===== config.mk =====
export PLATFORM = sky130hd
export DESIGN_NAME = mul_iter_flat
export DESIGN_NICKNAME = d
export VERILOG_FILES = /design/src/rtl/mul_iter_if.sv /design/src/rtl/mul_iter.sv /design/src/flat_wrapper.sv
export SDC_FILE = /design/constraint.sdc
export NUM_CORES = 2
export LEC_CHECK = 0
export ABC_AREA = 1
export CORE_ASPECT_RATIO = 2
export CORE_UTILIZATION = 45
export CTS_CLUSTER_DIAMETER = 40
export DETAILED_ROUTE_END_ITERATION = 6
export PLACE_DENSITY_LB_ADDON = 0.08
export RECOVER_POWER = 25
export SLEW_MARGIN = 20
export SYNTH_ARGS = -nofsm -noshare
export SYNTH_HDL_FRONTEND = slang
export SYNTH_SLANG_ARGS = --single-unit

===== constraint.sdc =====
create_clock -name clk -period 19.2 [get_ports clk]
set_input_delay 3.84 -clock clk [delete_from_list [all_inputs] [get_ports clk]]
set_output_delay 3.84 -clock clk [all_outputs]
set_load 0.01 [all_outputs]

===== src/rtl/mul_iter_if.sv =====
// Init-stage to accumulate-stage bus for the iterative multiplier.
// The init stage is the master; mul_iter is the slave that returns the result.
interface mul_iter_if #(
    parameter int TAG_W = 5
);
    logic             start;
    logic             kill;
    logic [63:0]      prod;
    logic [31:0]      rs1_u;
    logic [31:0]      rs2_u;
    logic             sign;
    logic [1:0]       cycles;
    logic [1:0]       mul_op;
    logic [TAG_W-1:0] tag_in;
    logic             ready;
    logic             done;
    logic [31:0]      result;
    logic [TAG_W-1:0] tag_out;

    modport master (
        output start, kill, prod, rs1_u, rs2_u, sign, cycles, mul_op, tag_in,
        input  ready, done, result, tag_out
    );

    modport slave (
        input  start, kill, prod, rs1_u, rs2_u, sign, cycles, mul_op, tag_in,
        output ready, done, result, tag_out
    );
endinterface


===== src/rtl/mul_iter.sv =====
// Accumulates the remaining rs2 chunks onto the init partial sum, negates, picks the result word.
// Latency: done 1/2/3 cycles after accept for cycles=0/1/2.
// Backpressure: ready low while accumulating; start is ignored then, and kill drops everything.
module mul_iter #(
    parameter int CHUNK = 11,
    parameter int TAG_W = 5
) (
    input  logic      clk,
    input  logic      rst_n,
    mul_iter_if.slave bus
);
    typedef enum logic [1:0] {IDLE, ACC, FIN} state_t;

    typedef struct packed {
        logic [31:0]      rs1;
        logic [31:0]      rs2;
        logic             sign;
        logic [1:0]       op;
        logic [TAG_W-1:0] tag;
    } op_t;

    state_t           state, state_nxt;
    op_t              op_q;
    logic [63:0]      acc;
    logic [1:0]       rem;
    logic [1:0]       idx;
    logic [31:0]      result_q;
    logic [TAG_W-1:0] tag_q;

    logic             ready;
    logic             accept;
    logic             last;
    logic [1:0]       cyc_eff;
    logic [31:0]      rs2_sh;
    logic [CHUNK-1:0] chunk_bits;
    logic [63:0]      partial;
    logic [63:0]      acc_sum;
    logic [63:0]      acc_nxt;

    function automatic logic [31:0] pick_word(input logic [63:0] v, input logic [1:0] op);
        return (op == 2'b00) ? v[31:0] : v[63:32];
    endfunction

    always_comb begin
        ready      = (state != ACC);
        accept     = bus.start && ready && !bus.kill;
        last       = (rem == 2'd1);
        // cycles=3 is illegal and folded onto the longest legal sequence
        cyc_eff    = (bus.cycles == 2'd3) ? 2'd2 : bus.cycles;
        rs2_sh     = op_q.rs2 >> (CHUNK * int'(idx));
        chunk_bits = rs2_sh[CHUNK-1:0];
        partial    = '0;
        for (int i = 0; i < CHUNK; i++) begin
            if (chunk_bits[i]) begin
                partial = partial + (64'(op_q.rs1) << i);
            end
        end
        acc_sum = acc + (partial << (CHUNK * int'(idx)));
        acc_nxt = (op_q.sign && last) ? (~acc_sum + 64'd1) : acc_sum;
    end

    always_comb begin
        state_nxt = state;
        case (state)
            IDLE: if (accept) state_nxt = (cyc_eff == 2'd0) ? FIN : ACC;
            ACC:  if (last) state_nxt = FIN;
            FIN: begin
                state_nxt = IDLE;
                if (accept) state_nxt = (cyc_eff == 2'd0) ? FIN : ACC;
            end
            default: state_nxt = IDLE;
        endcase
        if (bus.kill) state_nxt = IDLE;
    end

    always_ff @(posedge clk or negedge rst_n) begin
        if (!rst_n) state <= IDLE;
        else        state <= state_nxt;
    end

    always_ff @(posedge clk or negedge rst_n) begin
        if (!rst_n) begin
            op_q     <= '0;
            acc      <= '0;
            rem      <= '0;
            idx      <= '0;
            result_q <= '0;
            tag_q    <= '0;
        end else if (accept) begin
            acc  <= bus.prod;
            op_q <= '{rs1: bus.rs1_u, rs2: bus.rs2_u, sign: bus.sign,
                      op: bus.mul_op, tag: bus.tag_in};
            rem  <= cyc_eff;
            idx  <= 2'd1;
            // init already negated prod for single-cycle ops, so it is final as-is
            if (cyc_eff == 2'd0) begin
                result_q <= pick_word(bus.prod, bus.mul_op);
                tag_q    <= bus.tag_in;
            end
        end else if (state == ACC && !bus.kill) begin
            acc <= acc_nxt;
            rem <= rem - 2'd1;
            idx <= idx + 2'd1;
            if (last) begin
                result_q <= pick_word(acc_nxt, op_q.op);
                tag_q    <= op_q.tag;
            end
        end
    end

    assign bus.ready   = ready;
    assign bus.done    = (state == FIN);
    assign bus.result  = result_q;
    assign bus.tag_out = tag_q;
endmodule


===== src/flat_wrapper.sv =====
// flat-port wrapper written by rule: the top's interface ports become plain ports
module mul_iter_flat 
#(
    parameter int CHUNK = 11,
    parameter int TAG_W = 5
)
  (clk, rst_n, bus_start, bus_kill, bus_prod, bus_rs1_u, bus_rs2_u, bus_sign, bus_cycles, bus_mul_op, bus_tag_in, bus_ready, bus_done, bus_result, bus_tag_out);
  mul_iter_if #(.TAG_W(TAG_W)) bus_i ();
  input  logic clk;
  input  logic rst_n;
  input wire logic [$bits(bus_i.start)-1:0] bus_start;
  input wire logic [$bits(bus_i.kill)-1:0] bus_kill;
  input wire logic [$bits(bus_i.prod)-1:0] bus_prod;
  input wire logic [$bits(bus_i.rs1_u)-1:0] bus_rs1_u;
  input wire logic [$bits(bus_i.rs2_u)-1:0] bus_rs2_u;
  input wire logic [$bits(bus_i.sign)-1:0] bus_sign;
  input wire logic [$bits(bus_i.cycles)-1:0] bus_cycles;
  input wire logic [$bits(bus_i.mul_op)-1:0] bus_mul_op;
  input wire logic [$bits(bus_i.tag_in)-1:0] bus_tag_in;
  output wire logic [$bits(bus_i.ready)-1:0] bus_ready;
  output wire logic [$bits(bus_i.done)-1:0] bus_done;
  output wire logic [$bits(bus_i.result)-1:0] bus_result;
  output wire logic [$bits(bus_i.tag_out)-1:0] bus_tag_out;
  assign bus_i.start = bus_start;
  assign bus_i.kill = bus_kill;
  assign bus_i.prod = bus_prod;
  assign bus_i.rs1_u = bus_rs1_u;
  assign bus_i.rs2_u = bus_rs2_u;
  assign bus_i.sign = bus_sign;
  assign bus_i.cycles = bus_cycles;
  assign bus_i.mul_op = bus_mul_op;
  assign bus_i.tag_in = bus_tag_in;
  assign bus_ready = bus_i.ready;
  assign bus_done = bus_i.done;
  assign bus_result = bus_i.result;
  assign bus_tag_out = bus_i.tag_out;
  mul_iter #(.CHUNK(CHUNK), .TAG_W(TAG_W)) u_core (.clk(clk), .rst_n(rst_n), .bus(bus_i));
endmodule

==> metrics.csv, run 1 <==
metric,value,unit
grt_pass1_wl,444000,µm
cts_max_level,4,
first-error,[ERROR GRT-0116] Global routing finished with congestion. Check the congestion regions in the DRC Viewer.,
synth_edf_count,0,
syn_area,37300,µm²
synthMuxAreaShare,0.322,%
clockBufferDepth,2,
syn_avg_cell_area,5.76,µm²
syn_nets,7020,
synth_most_common_cell,nand2_1,
row_count,148,
yosysTopAreaCell,nand2_1,
yosys.area_share.simple,34.3,%
outcome,stopped before the end,
synth_warnings,0,
place_congestion,1.22,
port_buffers,180,
fp.dieW,205,µm
die_h,409,µm
synth_top_family_by_area,simple AND/OR/NAND/NOR gates,
cts_made_buffers,17,
cts_sinks,179,
first_global_vias,63145,
dp_hpwl,177000,µm
grt_usage,69.5,%
synth_fa_ha_area_share,13.8,%
synth_compound_area_share,19.9,%
root_buffer,clkbuf_16,
seq_area_frac_synth,12.0,%
async_flop_share,100,%
postSynthRegisterBits,179,
synthXorXnorAreaFrac,8.22,%
grt_overflow,519,
failed_stage,5_1_grt,
ios,181,
synth.distinct_cells,73,
grt_max_degree,93,
synth_ff_type,dfrtp_1,
synth_top_area_share,21.1,%
synth_common_cells,"nand2_1 (2,099), inv_1 (886), a21oi_1 (530), nor2_1 (503), ha_1 (393)",
synthTopCellsByArea,"nand2_1 (21%), ha_1 (13%), dfrtp_1 (12%)",
place_inst,9353,
synthCells,6474,
dpl_cell_area,53600,µm²
initial_core_util,45.6,%
## what timing repair did
item / in CTS
buffers inserted: 103
pin swaps: 153
resized for setup: 637
hold buffers: 0
setup endpoints to repair: 66
cloned: 0
## stage by stage
stage / utilization (%) / TNS, ns / worst slack (ns)
3_3_place_gp: 65.6 / -96.70 / -2.22
4_1_cts: 70.9 / 0 / 0.000197
3_5_place_dp: 65.6 / -112.15 / -2.46
2_1_floorplan: - / 0 / 1.47
## kinds of logic after synthesis
group / after synthesis
AO/OA/AOI/OAI: 1290
XOR/XNOR: 348
adder cells (fa/ha/maj): 404
buffers and inverters: 1096
flip-flops: 179
multiplexers: 12
AND/OR/NAND/NOR: 3145
## routing by layer
metal	GRT usage (%)	overflow
met1	65.7	3
met2	92.9	283
met3	48.4	4
met4	73.6	229
met5	15.2	0
==> run 2: changes to the inputs <==
--- a/config.mk
+++ b/config.mk
@@ -6,11 +6,9 @@
 export NUM_CORES = 2
 export LEC_CHECK = 0
 export ABC_AREA = 1
-export CORE_ASPECT_RATIO = 2
-export CORE_UTILIZATION = 45
-export CTS_CLUSTER_DIAMETER = 40
+export CORE_UTILIZATION = 30
 export DETAILED_ROUTE_END_ITERATION = 6
-export PLACE_DENSITY_LB_ADDON = 0.08
+export PLACE_DENSITY_LB_ADDON = 0.15
 export RECOVER_POWER = 25
 export SLEW_MARGIN = 20
 export SYNTH_ARGS = -nofsm -noshare
==> run 2 against run 1 <==
Effect of this change: the flow now finishes, with violations (max-capacitance violations, max-slew violations); area after synthesis did not move; synthesized cell count is the same.
==> metrics.csv, run 2 <==
metric,value,unit
multi_input_area,35200,µm²
reg2regPathDepth,136,
fin_util,50.3,%
synth_top_area_share,21.1,%
wl_per_cell,17.7,µm
detailedPlace.worstSlack,-1.38,ns
fin_cells,9996,
syn_avg_cell_area,5.76,µm²
fp.dieW,354,µm
grt_usage,26.3,%
antenna_left,0,
first_global_vias,46103,
synth_ff_type,dfrtp_1,
synthTopCellsByArea,"nand2_1 (21%), ha_1 (13%), dfrtp_1 (12%)",
vias,49397,
drc_errors,0,
r2r_slack,0.86,ns
final_common_cell,buf_4,
maxCapViolCount,2,
outcome,"finished, violations left",
cts_max_level,4,
place_congestion,0.955,
endpoint,u_core.bus.result[29],
cts_hold_buf,0,
dieArea,126000,µm²
dp_hpwl,139000,µm
row_count,128,
cp_data_required_time,19.63,ns
critPathSlowestCell,dfrtp_2,
dpl_cell_area,53100,µm²
diodes,0,
end_kind,flip-flop,
core-area,123000,µm²
fill_cells,12386,
port_buffers,180,
routed_wl,177000,µm
syn_area,37300,µm²
yosysTopAreaCell,nand2_1,
postSynthRegisterBits,179,
finalSetupViolations,0,
synth_warnings,0,
cts_tree,built,
ff_latch_area,4480,µm²
regMostFlops,u_core.op_q,
worstMarginPinSlew,4.33,ns
insertion_delay,0.50,ns
setup.worst_path.class,flip-flop to flip-flop,
grt_overflow,0,
initial_core_util,30.4,%
layout_common_cells,"buf_4 (1,846), nand2_1 (1,842), inv_1 (829)",
synth_common_cells,"nand2_1 (2,099), inv_1 (886), a21oi_1 (530), nor2_1 (503), ha_1 (393)",
cp_max_fo,5,
nets,8904,
fin_crit,18.34,ns
largest_register_ffs,72,
hold_violations,0,
start_kind,flip-flop,
syn_nets,7020,
fin_skew,0.0213,ns
synth_most_common_cell,nand2_1,
seq_area_frac_synth,12.0,%
vias_per_cell,4.94,
relSlewSlack,-189,%
min_delay_path_depth,2,
hold_path.class,flip-flop to flip-flop,
final_cell_area,61700,µm²
rr_startpoint,u_core.idx[0],
antenna_found_initial,5,
cts_sinks,179,
finalMaxSlewViolations,132,
grt_max_degree,100,
synth.distinct_cells,73,
period_share,95.5,%
first_pass_iters,6,
r2r_end,u_core.bus.result[29],
worstPathArrival,18.77,ns
async_flop_share,100,%
synthCells,6474,
clockBufferDepth,2,
place_inst,9790,
cpMostUsedCell,nand2_1,
ios,181,
cts_made_buffers,17,
max_freq,54.5,MHz
startpoint,u_core.idx[0],
violations,"max-capacitance violations, max-slew violations",
drive_above_1_share,38.0,%
root_buffer,clkbuf_16,
die_h,354,µm
area_growth,65.5,%
slowest_delay,0.46,ns
synth_edf_count,0,
finalWorstSetupSlack,0.860,ns
clk_pin_slew_worst_paths,0.08,ns
grt_pass1_wl,261000,µm
drt_iter0_drc,3157,
## run 2: cell counts after synthesis
No cell type changed its count.
## run 2: cells by family after synthesis
logic type,share of synthesized area (%)
compound gates,19.9
xor+xnor,8.22
fa+ha+maj,13.8
buf+inv,11.4
flops,12.0
mux,0.322
simple gates,34.3
## run 2: area by class of cell
type	instances	area share [%]
clock inverters	15	0.260
inverters	912	5.57
repair buffers	2049	25.9
multi-input cells	5199	57.1
clock buffers	17	0.690
well taps	1625	3.30
flip-flops and latches	179	7.27
## run 2: worst max-delay path: cells and delay by family (launching register included)
family	cells	cell delay (ns)
DFF	1	0.46
buffers and inverters	34	3.40
and+or+nand+nor	51	5.50
xor gates and xnor gates	11	1.64
adders and majority gates	12	3.47
AOI/OAI and AO/OA	28	3.80
## run 2: timing repair
action,in CTS,in global routing
resized for setup,215,1213
hold endpoints to repair,0,0
pin swaps,28,470
setup endpoints to repair,63,74
buffers inserted,16,159
cloned,0,0
## run 2: routing by layer
layer | GRT usage, % | vias up | wire, µm
li1 | - | 24814 | -
met1 | 38.4 | 23207 | 86200
met2 | 41.6 | 1156 | 79300
met3 | 1.71 | 214 | 7580
met4 | 6.22 | 6 | 4310
met5 | 0 | - | 38
## run 2: how the worst min path moves through the flow
stage / start / endpoint / slack [ns]
global route: u_core.op_q[39] / u_core.op_q[39] / 0.50
floorplan: u_core.op_q[9] / u_core.op_q[9] / 0.44
detailed placement: u_core.op_q[0] / u_core.op_q[0] / 0.46
finish: u_core.bus.result[12] / u_core.bus.result[12] / 0.48
global placement: u_core.op_q[3] / u_core.op_q[3] / 0.46
CTS: u_core.bus.result[28] / u_core.bus.result[28] / 0.48
## run 2: through the flow
step                      hold slack [ns]  TNS, ns
after floorplan                     0.441        0
after global placement              0.458   -51.23
after detailed placement            0.464   -46.78
after CTS                           0.484  -0.0115
after global routing                0.499    -9.12
final                               0.483        0
Power of run 2 is left out: the tool's default activity adds up to more than one toggle a clock period on the data nets, which glitch-free logic cannot reach.
